$ cat config.mk
export PLATFORM = sky130hd
export DESIGN_NAME = grid_mover
export DESIGN_NICKNAME = d
export VERILOG_FILES = /design/src/rtl/grid_mover.sv
export SDC_FILE = /design/constraint.sdc
export NUM_CORES = 1
export LEC_CHECK = 0
export CORE_ASPECT_RATIO = 1.4
export CORE_MARGIN = 2
export CORE_UTILIZATION = 39
export CTS_CLUSTER_SIZE = 40
export DETAILED_ROUTE_END_ITERATION = 16
export HOLD_SLACK_MARGIN = 0.15
export PLACE_DENSITY_LB_ADDON = 0.2
export SLEW_MARGIN = 20
export SYNTH_ARGS = -nofsm -noshare
export SYNTH_HDL_FRONTEND = slang
export SYNTH_SLANG_ARGS = --single-unit
$ cat constraint.sdc
create_clock -name i_clk -period 5.4 [get_ports i_clk]
set_input_delay 1.62 -clock i_clk [delete_from_list [all_inputs] [get_ports i_clk]]
set_output_delay 1.62 -clock i_clk [all_outputs]
set_load 0.01 [all_outputs]
$ cat src/rtl/grid_mover.sv
// Cursor on a ROWS x COLS board moved by four active-low buttons, with hold-to-repeat.
// Define GRID_WRAP_EN to wrap at board edges; without it, any step off the board rejects the whole move.
module grid_mover #(
  parameter int ROWS       = 8,
  parameter int COLS       = 8,
  parameter int HOLD_CYC   = 16,
  parameter int REPEAT_CYC = 8
) (
  input  logic                    i_clk,
  input  logic                    i_rst,
  input  logic                    i_up,
  input  logic                    i_down,
  input  logic                    i_left,
  input  logic                    i_right,
  input  logic                    i_load,
  input  logic [7:0]              i_load_i,
  input  logic [7:0]              i_load_j,
  output logic [$clog2(ROWS)-1:0] o_pos_i,
  output logic [$clog2(COLS)-1:0] o_pos_j,
  output logic                    o_move_valid,
  output logic                    o_move_invalid,
  output logic [15:0]             o_move_count
);

  localparam int IW   = $clog2(ROWS);
  localparam int JW   = $clog2(COLS);
  localparam int TMAX = (HOLD_CYC > REPEAT_CYC) ? HOLD_CYC : REPEAT_CYC;
  localparam int TW   = $clog2(TMAX);
  localparam logic [IW-1:0] ROW_MAX = IW'(ROWS - 1);
  localparam logic [JW-1:0] COL_MAX = JW'(COLS - 1);

  typedef enum logic [1:0] {IDLE, HOLD, REPEAT} StateT;

  StateT         r_state;
  StateT         w_stateNext;
  logic [TW-1:0] r_timer;
  logic [TW-1:0] w_timerNext;
  logic [3:0]    r_sync1;
  logic [3:0]    r_sync2;
  logic [3:0]    r_pressedD;
  logic [3:0]    w_pressed;
  logic          w_event;
  logic [IW-1:0] r_posI;
  logic [JW-1:0] r_posJ;
  logic [IW-1:0] w_rowNext;
  logic [JW-1:0] w_colNext;
  logic          w_rowBad;
  logic          w_colBad;
  logic          w_stepUp;
  logic          w_stepDown;
  logic          w_stepLeft;
  logic          w_stepRight;
  logic          w_accept;
  logic          w_reject;
  logic          r_moveValid;
  logic          r_moveInvalid;
  logic [15:0]   r_moveCount;
  logic [IW-1:0] w_loadI;
  logic [JW-1:0] w_loadJ;

  // Synchroniser flops hold raw button levels, so "released" is all ones.
  always_ff @(posedge i_clk) begin
    if (i_rst) begin
      r_sync1    <= 4'b1111;
      r_sync2    <= 4'b1111;
      r_pressedD <= 4'b0000;
    end else begin
      r_sync1    <= {i_up, i_down, i_left, i_right};
      r_sync2    <= r_sync1;
      r_pressedD <= w_pressed;
    end
  end

  assign w_pressed = ~r_sync2;

  always_comb begin
    w_stateNext = r_state;
    w_timerNext = r_timer;
    w_event     = 1'b0;
    if (w_pressed == 4'b0000) begin
      w_stateNext = IDLE;
      w_timerNext = '0;
    end else if (w_pressed != r_pressedD) begin
      w_event     = 1'b1;
      w_stateNext = HOLD;
      w_timerNext = '0;
    end else begin
      case (r_state)
        HOLD: begin
          if (r_timer == TW'(HOLD_CYC - 1)) begin
            w_event     = 1'b1;
            w_stateNext = REPEAT;
            w_timerNext = '0;
          end else begin
            w_timerNext = r_timer + TW'(1);
          end
        end
        REPEAT: begin
          if (r_timer == TW'(REPEAT_CYC - 1)) begin
            w_event     = 1'b1;
            w_timerNext = '0;
          end else begin
            w_timerNext = r_timer + TW'(1);
          end
        end
        default: begin
          w_timerNext = '0;
        end
      endcase
    end
  end

  // Opposite buttons on one axis cancel; what remains is at most one step per axis.
  assign w_stepUp    = w_pressed[3] & ~w_pressed[2];
  assign w_stepDown  = w_pressed[2] & ~w_pressed[3];
  assign w_stepLeft  = w_pressed[1] & ~w_pressed[0];
  assign w_stepRight = w_pressed[0] & ~w_pressed[1];

  always_comb begin
    w_rowNext = r_posI;
    w_colNext = r_posJ;
    w_rowBad  = 1'b0;
    w_colBad  = 1'b0;
    if (w_stepUp) begin
      if (r_posI == '0) begin
`ifdef GRID_WRAP_EN
        w_rowNext = ROW_MAX;
`else
        w_rowBad  = 1'b1;
`endif
      end else begin
        w_rowNext = r_posI - IW'(1);
      end
    end else if (w_stepDown) begin
      if (r_posI == ROW_MAX) begin
`ifdef GRID_WRAP_EN
        w_rowNext = '0;
`else
        w_rowBad  = 1'b1;
`endif
      end else begin
        w_rowNext = r_posI + IW'(1);
      end
    end
    if (w_stepLeft) begin
      if (r_posJ == '0) begin
`ifdef GRID_WRAP_EN
        w_colNext = COL_MAX;
`else
        w_colBad  = 1'b1;
`endif
      end else begin
        w_colNext = r_posJ - JW'(1);
      end
    end else if (w_stepRight) begin
      if (r_posJ == COL_MAX) begin
`ifdef GRID_WRAP_EN
        w_colNext = '0;
`else
        w_colBad  = 1'b1;
`endif
      end else begin
        w_colNext = r_posJ + JW'(1);
      end
    end
  end

  assign w_accept = w_event & (w_stepUp | w_stepDown | w_stepLeft | w_stepRight)
                    & ~w_rowBad & ~w_colBad;
  assign w_reject = w_event & ~w_accept;

  assign w_loadI = (i_load_i > 8'(ROWS - 1)) ? ROW_MAX : i_load_i[IW-1:0];
  assign w_loadJ = (i_load_j > 8'(COLS - 1)) ? COL_MAX : i_load_j[JW-1:0];

  // A load takes priority over a coincident move, but the FSM keeps tracking the buttons.
  always_ff @(posedge i_clk) begin
    if (i_rst) begin
      r_state       <= IDLE;
      r_timer       <= '0;
      r_posI        <= '0;
      r_posJ        <= '0;
      r_moveValid   <= 1'b0;
      r_moveInvalid <= 1'b0;
      r_moveCount   <= '0;
    end else begin
      r_state       <= w_stateNext;
      r_timer       <= w_timerNext;
      r_moveValid   <= 1'b0;
      r_moveInvalid <= 1'b0;
      if (i_load) begin
        r_posI <= w_loadI;
        r_posJ <= w_loadJ;
      end else if (w_accept) begin
        r_posI      <= w_rowNext;
        r_posJ      <= w_colNext;
        r_moveValid <= 1'b1;
        r_moveCount <= r_moveCount + 16'd1;
      end else if (w_reject) begin
        r_moveInvalid <= 1'b1;
      end
    end
  end

  assign o_pos_i        = r_posI;
  assign o_pos_j        = r_posJ;
  assign o_move_valid   = r_moveValid;
  assign o_move_invalid = r_moveInvalid;
  assign o_move_count   = r_moveCount;

endmodule

**Word level (Yosys, flattened, before mapping)**

Cells that the tools add are included.

- Add/subtract/negate cells: 6
- $lt $le $gt $ge: 2
- Eq/ne operators: 11
- Muxes and demuxes: 35
- Bitwise operators: 20
- Reductions and logical operators: 17

Operators by type and width:

| operator | number |
|---|---|
| $mux 3 | 14 |
| $mux 1 | 17 |
| $add 16x1->16 const B | 1 |
| $gt 8x3->1 const B | 2 |
| $ne 3x3->1 const B | 4 |
| $and 1x1->1 | 8 |
| $mux 4 | 2 |
| $not 1->1 | 8 |
| $pmux 4 s2 | 1 |
| $reduce_and 4->1 | 2 |
| $add 3x1->3 const B | 2 |
| $eq 3x3->1 const B | 2 |
| $logic_not 3->1 | 2 |
| $reduce_and 2->1 | 3 |
| $reduce_bool 2->1 | 3 |
| $reduce_bool 3->1 | 2 |
| $reduce_or 3->1 | 2 |
| $sub 3x1->3 const B | 2 |
| $add 4x1->4 const B | 1 |
| $eq 4x3->1 const B | 1 |
| $eq 4x4->1 const B | 1 |
| $logic_not 4->1 | 1 |
| $ne 4x4->1 | 1 |
| $not 4->4 | 1 |
| other kinds (5) | 8 |

- Bits in registers: 42
- Input bits: 23
- Output and inout bits: 24
- Logic and storage cells: 102

**Longest topological paths before layout**

- Word-level depth: 12
- Mapped depth: 9
- Gate-level depth less buffers: 7

**Worst setup path before layout**

No wires, ideal clock.

- Path kind: input -> register
- From: input port i_load
- To: register r_moveCount[10] (netlist: o_move_count[10])
- Library setup time: 0.070 ns
- Arrival time: 2.818 ns
- Required time: 5.330 ns
- Setup slack: 2.512 ns
- Cell stages on the path: 5
- Path buffers: 1
- Cells stage by stage: inv_1 -> clkbuf_1 -> o2111ai_2 -> or4_1 -> a21oi_1

- Word-level cells in the longest chain between the ends: 2

Ends and longest elaborated chain:

| what | line | text |
|---|---|---|
| start: declaration | 15 | `input logic i_load,` |
| $not 1->1 (no source line) | -- |  |
| $reduce_and 2->1 (no source line) | -- |  |
| end signal: assignment | 197 | `r_moveCount <= r_moveCount + 16'd1;` |
| end: declaration | 57 | `logic [15:0] r_moveCount;` |

Every way passes these cells.
A chain may end at the register's enable or synchronous reset.

**Final worst setup path**

- From: input port i_load
- To: register r_moveCount[15] (netlist: o_move_count[15])

Same word-level chain as after synthesis.

==> results.txt <==
* Antenna fix cells: 0
- Final Setup Violations: 0
- Routability-driven placement finished with a final weighted congestion of 0.754.
- Layout cell share with drive strength beyond 1: 10.0%
- The floorplan step defined a die boundary enclosing 6240 um^2.
- Across the VDD grid, the largest voltage drop is 0.000148 V.
* Switching pwr: 0.165 mW
* Number of pins exceeding their max-slew limit in the final report: 0
- The min-delay analysis places its worst path in the category flop to flop.
* CP Max Fanout: 23
- Share of the clock period used by the worst path: 61.5%
- Dividing the detail-routed wire length by the instance count gives 14.5 um.
* Leading cell type in the layout, fill and taps excluded: sky130_fd_sc_hd__clkdlybuf4s50_1
- Setup slack at placement: 1.75 ns
- 47 I/O pins were placed.
* Critical path arrival: 3.50 ns
- Number of H-tree levels: 2
* Number of failing hold endpoints at the final stage: 0
- The number of hold buffers added after CTS was 0.
- Power share of the clock group: 33.4%
- Dividing the detail-routed via count by the number of cells gives 5.56.
- Gate count of the mapped netlist: 239
- Once layout is complete, the utilization of the core stands at 50.2%.
- Pin count of the biggest net entering global routing: 43
- Static timing analysis puts the maximum clock frequency at 301 MHz.
- Max_slew headroom: 45.6%
- For the pin with the worst max-slew slack, the measured transition is 0.815 ns.
* Placeable Area: 5490 um^2
- STA classifies the critical path startpoint as an input port.
- Sequential cells were found to cover 38.4% of the synthesized design area.
* Synthesis Warnings: 0
- Average size of a mapped cell: 9.17 um^2
- The internal power of the cells totals 0.465 mW.
* Fraction of registers with async set or reset after synthesis: 0%
* Final layout net count: 311
* Gate power share: 14.5%
* Data required, critical path: 5.58 ns
- Among all stages on the critical path, the largest delay is contributed by sky130_fd_sc_hd__clkdlybuf4s50_1.
* Met2 capacity usage during global routing: 30.1%
- STA classifies the critical path endpoint as a flop.
- TritonCTS clock tree: built
* Yosys cell types: 50
- In the global route stage, overall resource usage came out at 17.7%.
- The initial antenna violation count came to 0.
- Before antenna repair, the detailed router went through 4 iterations.
* Met3 routing resource usage after global routing: 4.74%
- After detailed routing, the number of remaining DRC violations is 0.
- Unrepaired setup endpoints after global routing: false
- Number of enable-type register cells in the synthesized netlist: 0
- The root buffer cell chosen for the clock tree is sky130_fd_sc_hd__clkbuf_8.
- Clock latency on the worst-skew pair: 0.30 ns
- Gates resized during post-CTS repair numbered 0.
- Max-cap violations: 0
* Area of the mapped netlist: 2190 um^2
- Iteration-0 DRC count of the detailed router: 75
- Total clock buffers created by CTS: 5
* Filler cells: 516
- The number of global-route vias before repair is 1876.
* Switching share of power: 26.2%
- Aggregate global routing overflow: 0
- For this run, the leading register cell type out of synthesis is sky130_fd_sc_hd__dfxtp_1.
* Total of buffers placed on input and output ports: 46
* Commonest cells after routing, fill and taps aside: 46 x sky130_fd_sc_hd__clkdlybuf4s50_1, 42 x sky130_fd_sc_hd__dfxtp_1, 14 x sky130_fd_sc_hd__a21oi_1
- Relative area change from synthesis to final layout: 25.6%
- Wirelength, routed: 5.04 mm
* Worst Hold Margin: 0.409 ns
* List of cells traversed by the critical path: clkdlybuf4s50_1 > inv_1 > o21ai_2 > nor4_1 > mux2_2
- CTS Sinks: 42
- Width of the die: 67.3 um
* Number of buffers added for setup after CTS: 0
- Clock-pin slew on the worst setup and hold paths: 0.08 ns
- Slowest Stage Delay on Critical Path: 0.51 ns
* Total via count after detailed routing: 1936
* Post-layout worst setup margin: 2.08 ns
- Syn_nets: 271
- Leakage power total: 0.930 nW
- The synthesized design contains 42 register bits.
- In this run the most used layer during global routing was met2.
* P per Cell Area: 229 nW/um^2
* Clock Path Buffers: 2
* Total half-perimeter wirelength after legalization and detailed placement: 3.71 mm
- Once the floorplan was initialized, standard cells occupied 39.9% of the core.
- In the final timing run, aggregate negative setup slack is 0 ns.
* Fraction of power consumed by sequential logic: 52.1%
- The run finished with clean final reports.
- Setup Crit Path Kind: input port to flop
- From bottom edge to top edge, the die measures 92.7 um.
* Clock skew: 0.0102 ns
- After floorplanning, the core was divided into 32 placement rows.
- The first global-routing pass estimated 8.51 mm of wire.
- The worst path needs 3.32 ns of the cycle, external delays included.
- In this run the remaining antenna-violating nets after routing total 0.
- Global-route track usage on met1: 21.0%
logic make-up (layout without fill, tap and decap cells):
kind of cell / after synthesis / after routing / synth area share, %
flops: 42 / 42 / 38.4
buf+inv: 26 / 67 / 6.05
mux: 2 / 2 / 0.971
xor+xnor: 9 / 9 / 3.60
fa+ha+maj: 9 / 9 / 5.83
compound gates: 66 / 66 / 21.9
simple gates: 85 / 85 / 23.3
registers in the layout, indices dropped and copies added, names as in the netlist:
name            count
o_pos_i             3
o_move_valid        1
o_pos_j             3
r_sync2             4
r_timer             4
r_pressedD          4
r_sync1             4
r_state             2
o_move_count       16
o_move_invalid      1
synth_stat cells (4+ instances only):
cell                       number  area share, %
sky130_fd_sc_hd__inv_1         12            2.1
sky130_fd_sc_hd__nand3_1        9            2.1
sky130_fd_sc_hd__o21ai_0        9            2.1
sky130_fd_sc_hd__clkbuf_1       6            1.0
sky130_fd_sc_hd__buf_2          4           0.91
sky130_fd_sc_hd__o41ai_1        5            2.0
sky130_fd_sc_hd__ha_1           7            4.0
sky130_fd_sc_hd__a31oi_1        5            1.4
sky130_fd_sc_hd__o31ai_1        8            2.7
sky130_fd_sc_hd__buf_6          4            2.1
sky130_fd_sc_hd__xor2_1         6            2.4
sky130_fd_sc_hd__nand2_1        8            1.4
sky130_fd_sc_hd__nand4_1        4            1.1
sky130_fd_sc_hd__or4_1         10            3.4
sky130_fd_sc_hd__or2_2         12            3.4
sky130_fd_sc_hd__nor3_1         6            1.4
sky130_fd_sc_hd__a21oi_1       14            3.2
sky130_fd_sc_hd__dfxtp_1       42             38
sky130_fd_sc_hd__or3_1          8            2.3
sky130_fd_sc_hd__o311ai_0       5            2.0
sky130_fd_sc_hd__nor2_1        10            1.7
layer usage:
metal  share of wire [%]  wire, um  vias to the layer above
li1                    -         -                      980
met1                  43      2170                      913
met2                  51      2550                       37
met3                 5.0       251                        6
met4                 1.4        72                        0
met5                   0         0                        -
through the flow:
step	cells	power, mW	instance area, um^2
after global placement	340	0.427	2660
final	348	0.630	2750
after CTS	348	0.638	2750
after global routing	348	0.660	2750
after detailed placement	340	0.427	2660
after floorplan	239	0.392	2190
worst paths after layout:
| check | startpoint | endpoint | slack [ns] | cells after the start |
|---|---|---|---|---|
| setup / recovery | i_load | o_move_count[15] | 2.08 | 5 |
| hold / removal | r_sync1[2] | r_sync2[2] | 0.41 | 1 |
| setup reg to reg | r_sync2[2] | o_move_count[15] | 2.96 | 7 |
| hold reg to reg | r_sync1[2] | r_sync2[2] | 0.41 | 1 |
worst max-delay path, delay by kind of cell:
family / cells / cell delay [ns]
mux: 1 / 0.37
buf+inv: 2 / 0.83
simple gates: 1 / 0.36
compound gates: 1 / 0.32
power groups by stage:
stage                     combinational [mW]  sequential [mW]  clock (mW)
final                                 0.0914            0.328       0.210
after CTS                             0.0923            0.329       0.217
after global routing                   0.102            0.330       0.228
after detailed placement              0.0916            0.336           0
after floorplan                       0.0574            0.334           0
after global placement                0.0911            0.336           0
area by class of cell:
class	instances	area (um^2)	area share (%)
multi-input combinational	171	1220	44.2
sequential	42	841	30.6
timing repair buffer	47	468	17.0
tap	68	85.1	3.09
clock buffer	6	82.6	3.00
inverter	12	45.0	1.64
clock inverter	2	12.5	0.455
Power figures use the tool's default switching activity.
==> RTL edit 1, RTL diff (same flow settings) <==
Set the parameter `ROWS` to 16 (it was 8).
--- a/src/rtl/grid_mover.sv
+++ b/src/rtl/grid_mover.sv
@@ -1,7 +1,7 @@
 // Cursor on a ROWS x COLS board moved by four active-low buttons, with hold-to-repeat.
 // Define GRID_WRAP_EN to wrap at board edges; without it, any step off the board rejects the whole move.
 module grid_mover #(
-  parameter int ROWS       = 8,
+  parameter int ROWS       = 16,
   parameter int COLS       = 8,
   parameter int HOLD_CYC   = 16,
   parameter int REPEAT_CYC = 8
Interface: changed (resized o_pos_i); port bits go from 47 to 48. No check against the original RTL was run, so the function may have changed too.
==> RTL edit 1 against the unedited design <==
  * Sequential cell count is 1 higher
  * Cell area is 2.6% higher
  * Sequential power is 3% higher
  * Routed wire length is 2.4% lower
  * Clock power is 5% lower
  * Total power is 0.53% higher
  * Global-route usage is 0.95 points lower
  * Area after synthesis is 1.4% higher
  * Worst setup slack worse by 86 ps
==> RTL edit 1: results (changes against the unedited design) <==
Status
  – Status: complete, no violations

Drt
  – Metal2 WL: 2.40 mm (-6.0%)
  – Via-per-instance ratio: 5.51 (-0.96%)
  – Routed wire length: 4.92 mm (-2.4%)
  – M1 WL: 2.16 mm (-0.42%)
  – Met3 WL: 247 um (-1.6%)
  – Detailed Route Iter0 Violations: 108 (+44%)

Timing
  – Final hold slack: 411 ps (+1.54 ps)
  – Worst Tran Pin Value: 660 ps (-155 ps)
  – Final period utilization: 63.1% (+1.6 points)
  – Clock Skews: 2.78 ps (-7.37 ps)

Global route
  – Vias in the first global route: 1804 (-3.8%)
  – GR Layer Usage met3: 3.97% (-0.77 points)
  – Gr usage total: 16.8% (-0.95 points)
  – Met2 usage: 26.9% (-3.2 points)
  – First-pass GRT wire length: 8.18 mm (-3.8%)
  – Largest net degree at the start of global routing: 42 (-2.3%)

Cells and area
  – Final nets: 332 (+6.8%)
  – Seq area share: 30.5% (-0.063 points)
  – Clk cell area share: 3.01% (-0.44 points)
  – Inverters: 16 (+4)
  – Count of plain and timing-repair buffers: 48 (+2.1%)
  – Layout filler cell count: 542 (+5.0%)
  – Share of cells above drive strength 1: 9.03% (-0.97 points)
  – NonClk Buf Share: 16.9% (-0.075 points)
  – #MultiIn Comb: 184 (+7.6%)

Logic synthesis
  – Seq/Total Area, Yosys: 38.8% (+0.38 points)
  – Top cells by area, synth: dfxtp_1, ha_1, a21oi_1

Place
  – I/O Buffers: 47 (+2.2%)
  – Setup WS pre-CTS: 1710 ps (-36.6 ps)
  – GPL Wtd Cong: 0.790 (+4.7%)

Pwr
  – Peak VDD IR: 0.133 mV (-10%)
  – P_leak: 0.985 nW (+5.9%)

Setup path
  – Crit path largest cell delay: 690 ps (+180 ps)
  – Critical path fanouts, max: 16 (-30%)
  – Worst r2r dst: o_move_count[10]
  – Reg2reg setup slack: 2850 ps (-110 ps)

Min path
  – Worst hold endpoint: r_sync2[3]
## RTL edit 1: changes by cell type in the layout (fill, tap and decap cells not counted), sizes merged, moves of 4 or more
cell / unedited run / this run
a211oi: 2 / 6
o311ai: 5 / 1
o41ai: 5 / 1
nor2: 10 / 17
nor2b: 3 / 10
mux2: 1 / 6
nor4: 3 / 8
inv: 12 / 16
## RTL edit 1: where the power goes
| part | leakage [nW] | internal [W] | switching (W) |
|---|---|---|---|
| clock network | 0.0412 | 0.0000904 | 0.000108 |
| logic | 0.593 | 0.0000492 | 0.0000481 |
| registers | 0.351 | 0.000327 | 0.0000107 |
## RTL edit 1: cells by family (layout without fill, tap and decap cells)
family / after synthesis / after routing / share of synthesized area (%)
xor+xnor: 11 / 11 / 4.34
fa+ha+maj: 11 / 11 / 6.87
flops: 43 / 43 / 38.8
simple gates: 97 / 97 / 24.8
mux: 7 / 7 / 3.49
compound gates: 58 / 58 / 16.7
buf+inv: 27 / 72 / 5.07
==> RTL edit 2, RTL diff (same settings) <==
Without the edit above. Re-encode `StateT` (3 states) as one-hot, 3 bits wide.
--- a/src/rtl/grid_mover.sv
+++ b/src/rtl/grid_mover.sv
@@ -29,7 +29,7 @@
   localparam logic [IW-1:0] ROW_MAX = IW'(ROWS - 1);
   localparam logic [JW-1:0] COL_MAX = JW'(COLS - 1);
 
-  typedef enum logic [1:0] {IDLE, HOLD, REPEAT} StateT;
+  typedef enum logic [2:0] {IDLE = 3'b001, HOLD = 3'b010, REPEAT = 3'b100} StateT;
 
   StateT         r_state;
   StateT         w_stateNext;
Function: no difference found for any inputs over 10 cycles, from zero or initial values and one cycle with i_rst high; not proved beyond that.
==> RTL edit 2 against the unedited design <==
  * Area after synthesis fell by 0.74%
  * Clock power fell by 4%
  * Critical path depth did not move
  * Clock skew fell by 3.6 ps
  * Total power rose by 0.72%
  * Worst setup slack got worse by 85 ps
  * Cell area rose by 0.64%
  * Via count fell by 0.41%
  * Routed wire length fell by 4.6%
  * Worst hold slack improved by 5.0 ps
  * Sequential share of layout area rose by 0.53 points
  * Synthesized cell count rose by 0.42%
  * Sequential cell count rose by 1
  * Die area fell by 0.70%
  * Largest power group unchanged
==> RTL edit 2: results (changes against the unedited design) <==
Status
  – Status: complete, no violations

Logic synthesis
  – Synthesized Nets: 270 (-0.37%)
  – Seq/Total Area, Yosys: 39.6% (+1.2 points)
  – Synthesis Warnings: 0 (unchanged)
  – Async SR Flop Fraction: 0% (unchanged)
  – Synth cell count leaders: dfxtp_1, nor2_1, or2_2
  – Top cells by area, synth: dfxtp_1, or2_2, nor2_1
  – Yosys cell types: 49 (-2.0%)

Drt
  – Metal2 WL: 2.38 mm (-6.6%)
  – M1 WL: 2.20 mm (+1.7%)
  – Routed wire length: 4.81 mm (-4.6%)
  – Highest routed layer: met4
  – Met3 WL: 155 um (-38%)
  – DR vias: 1928 (-0.41%)
  – Detailed Route Iter0 Violations: 113 (+51%)
  – TritonRoute pass-1 iters: 4 (unchanged)

Min path
  – Worst hold endpoint: r_sync2[2]
  – Hold path startpoint: r_sync1[2]

Setup path
  – Data arrival, critical path: 3590 ps (+90 ps)
  – Worst r2r path cells: 6 (-1)
  – Reg2reg setup slack: 2560 ps (-400 ps)
  – Crit path largest cell delay: 550 ps (+40 ps)
  – Worst r2r dst: o_move_count[5]
  – Critical path fanouts, max: 19 (-17%)

Timing
  – Slew HR: 56.7% (+11 points)
  – Final period utilization: 63.1% (+1.6 points)
  – Clock Skews: 6.59 ps (-3.56 ps)

Clock tree
  – Inserted Clock Buffers: 5 (unchanged)
  – CTS root buffer: clkbuf_8
  – Buffer count from post-CTS setup fixing: 0 (unchanged)
  – Maximum clock path buffer count: 2 (unchanged)

Place
  – Setup WS pre-CTS: 1710 ps (-38.6 ps)
  – Dpl hpwl: 3.48 mm (-6.1%)
  – GPL Wtd Cong: 0.760 (+0.69%)
  – I/O Buffers: 46 (unchanged)

Global route
  – Vias in the first global route: 1857 (-1.0%)
  – Initial antenna violation count: 0 (unchanged)
  – Gr usage total: 17.0% (-0.71 points)
  – Largest net degree at the start of global routing: 37 (-14%)
  – First-pass GRT wire length: 8.31 mm (-2.4%)

Cells and area
  – Layout filler cell count: 557 (+7.9%)
  – Final nets: 313 (+0.64%)
  – Share of cells above drive strength 1: 12.0% (+2.0 points)

Pwr
  – Peak VDD IR: 0.109 mV (-26%)
  – Switching Fraction: 27.1% (+0.89 points)
  – P_leak: 0.955 nW (+2.7%)

Floorplanning
  – Die W: 67.1 um (-0.35%)
RTL edit 2: changes by cell type after synthesis, sizes merged, moves of 4 or more:
cell,unedited run,this run
nor3,7,1
a21oi,14,9
nand2,8,12
nor2,10,18
o31ai,8,4
buf,8,4
RTL edit 2: cell families (layout without fill, tap and decap cells):
family | Yosys count | count (layout) | share of synthesized area, %
mux | 6 | 6 | 2.93
compound gates | 52 | 52 | 18.2
buf+inv | 22 | 66 | 4.32
flops | 43 | 43 | 39.6
fa+ha+maj | 7 | 7 | 4.72
xor+xnor | 10 | 10 | 4.03
simple gates | 100 | 100 | 26.2
RTL edit 2: layer usage:
layer	up-vias	GRT usage, %
met2	37	28.8
met4	0	5.61
met3	6	3.77
met5	-	0
met1	908	20.9
li1	977	-
RTL edit 2: layout make-up:
cell class | instances | area, um^2 | share of cell area, %
Sequential cell | 43 | 861 | 31.1
Multi-Input combinational cell | 175 | 1220 | 44.2
Clock inverter | 3 | 20.0 | 0.723
Tap cell | 68 | 85.1 | 3.07
Inverter | 11 | 41.3 | 1.49
Clock buffer | 5 | 68.8 | 2.49
Timing Repair Buffer | 47 | 468 | 16.9
RTL edit 2: how the worst max path moves through the flow:
stage / to / depth (start not counted) / startpoint
6_report: o_move_count[5] / 5 / i_load
5_1_grt: o_move_count[5] / 5 / i_load
3_3_place_gp: o_move_count[5] / 5 / i_load
2_1_floorplan: o_move_count[5] / 5 / i_load
4_1_cts: o_move_count[5] / 5 / i_load
3_5_place_dp: o_move_count[5] / 5 / i_load
RTL edit 2: worst max-delay path: cells and delay by family:
family | cells | cell delay, ps
AO/OA/AOI/OAI | 2 | 640
AND/OR/NAND/NOR | 1 | 410
multiplexers | 1 | 370
buffers and inverters | 1 | 550
RTL edit 2: stage by stage:
step / util [%] / instance area [um^2] / std cells / hold WS, ps
after floorplan: - / 2170 / 240 / 389
after global placement: 49.1 / 2680 / 344 / 391
after detailed placement: 49.1 / 2680 / 344 / 399
after CTS: 50.8 / 2760 / 352 / 421
after global routing: 50.9 / 2770 / 352 / 427
final: 50.9 / 2770 / 352 / 414
RTL edit 2: power groups by stage:
stage,sequential (W),clock [W],combinational (W)
3_5_place_dp,0.000348,0,0.0000917
5_1_grt,0.000343,0.000224,0.000103
4_1_cts,0.000341,0.000212,0.0000920
2_1_floorplan,0.000346,0,0.0000563
3_3_place_gp,0.000348,0,0.0000906
6_report,0.000341,0.000202,0.0000917
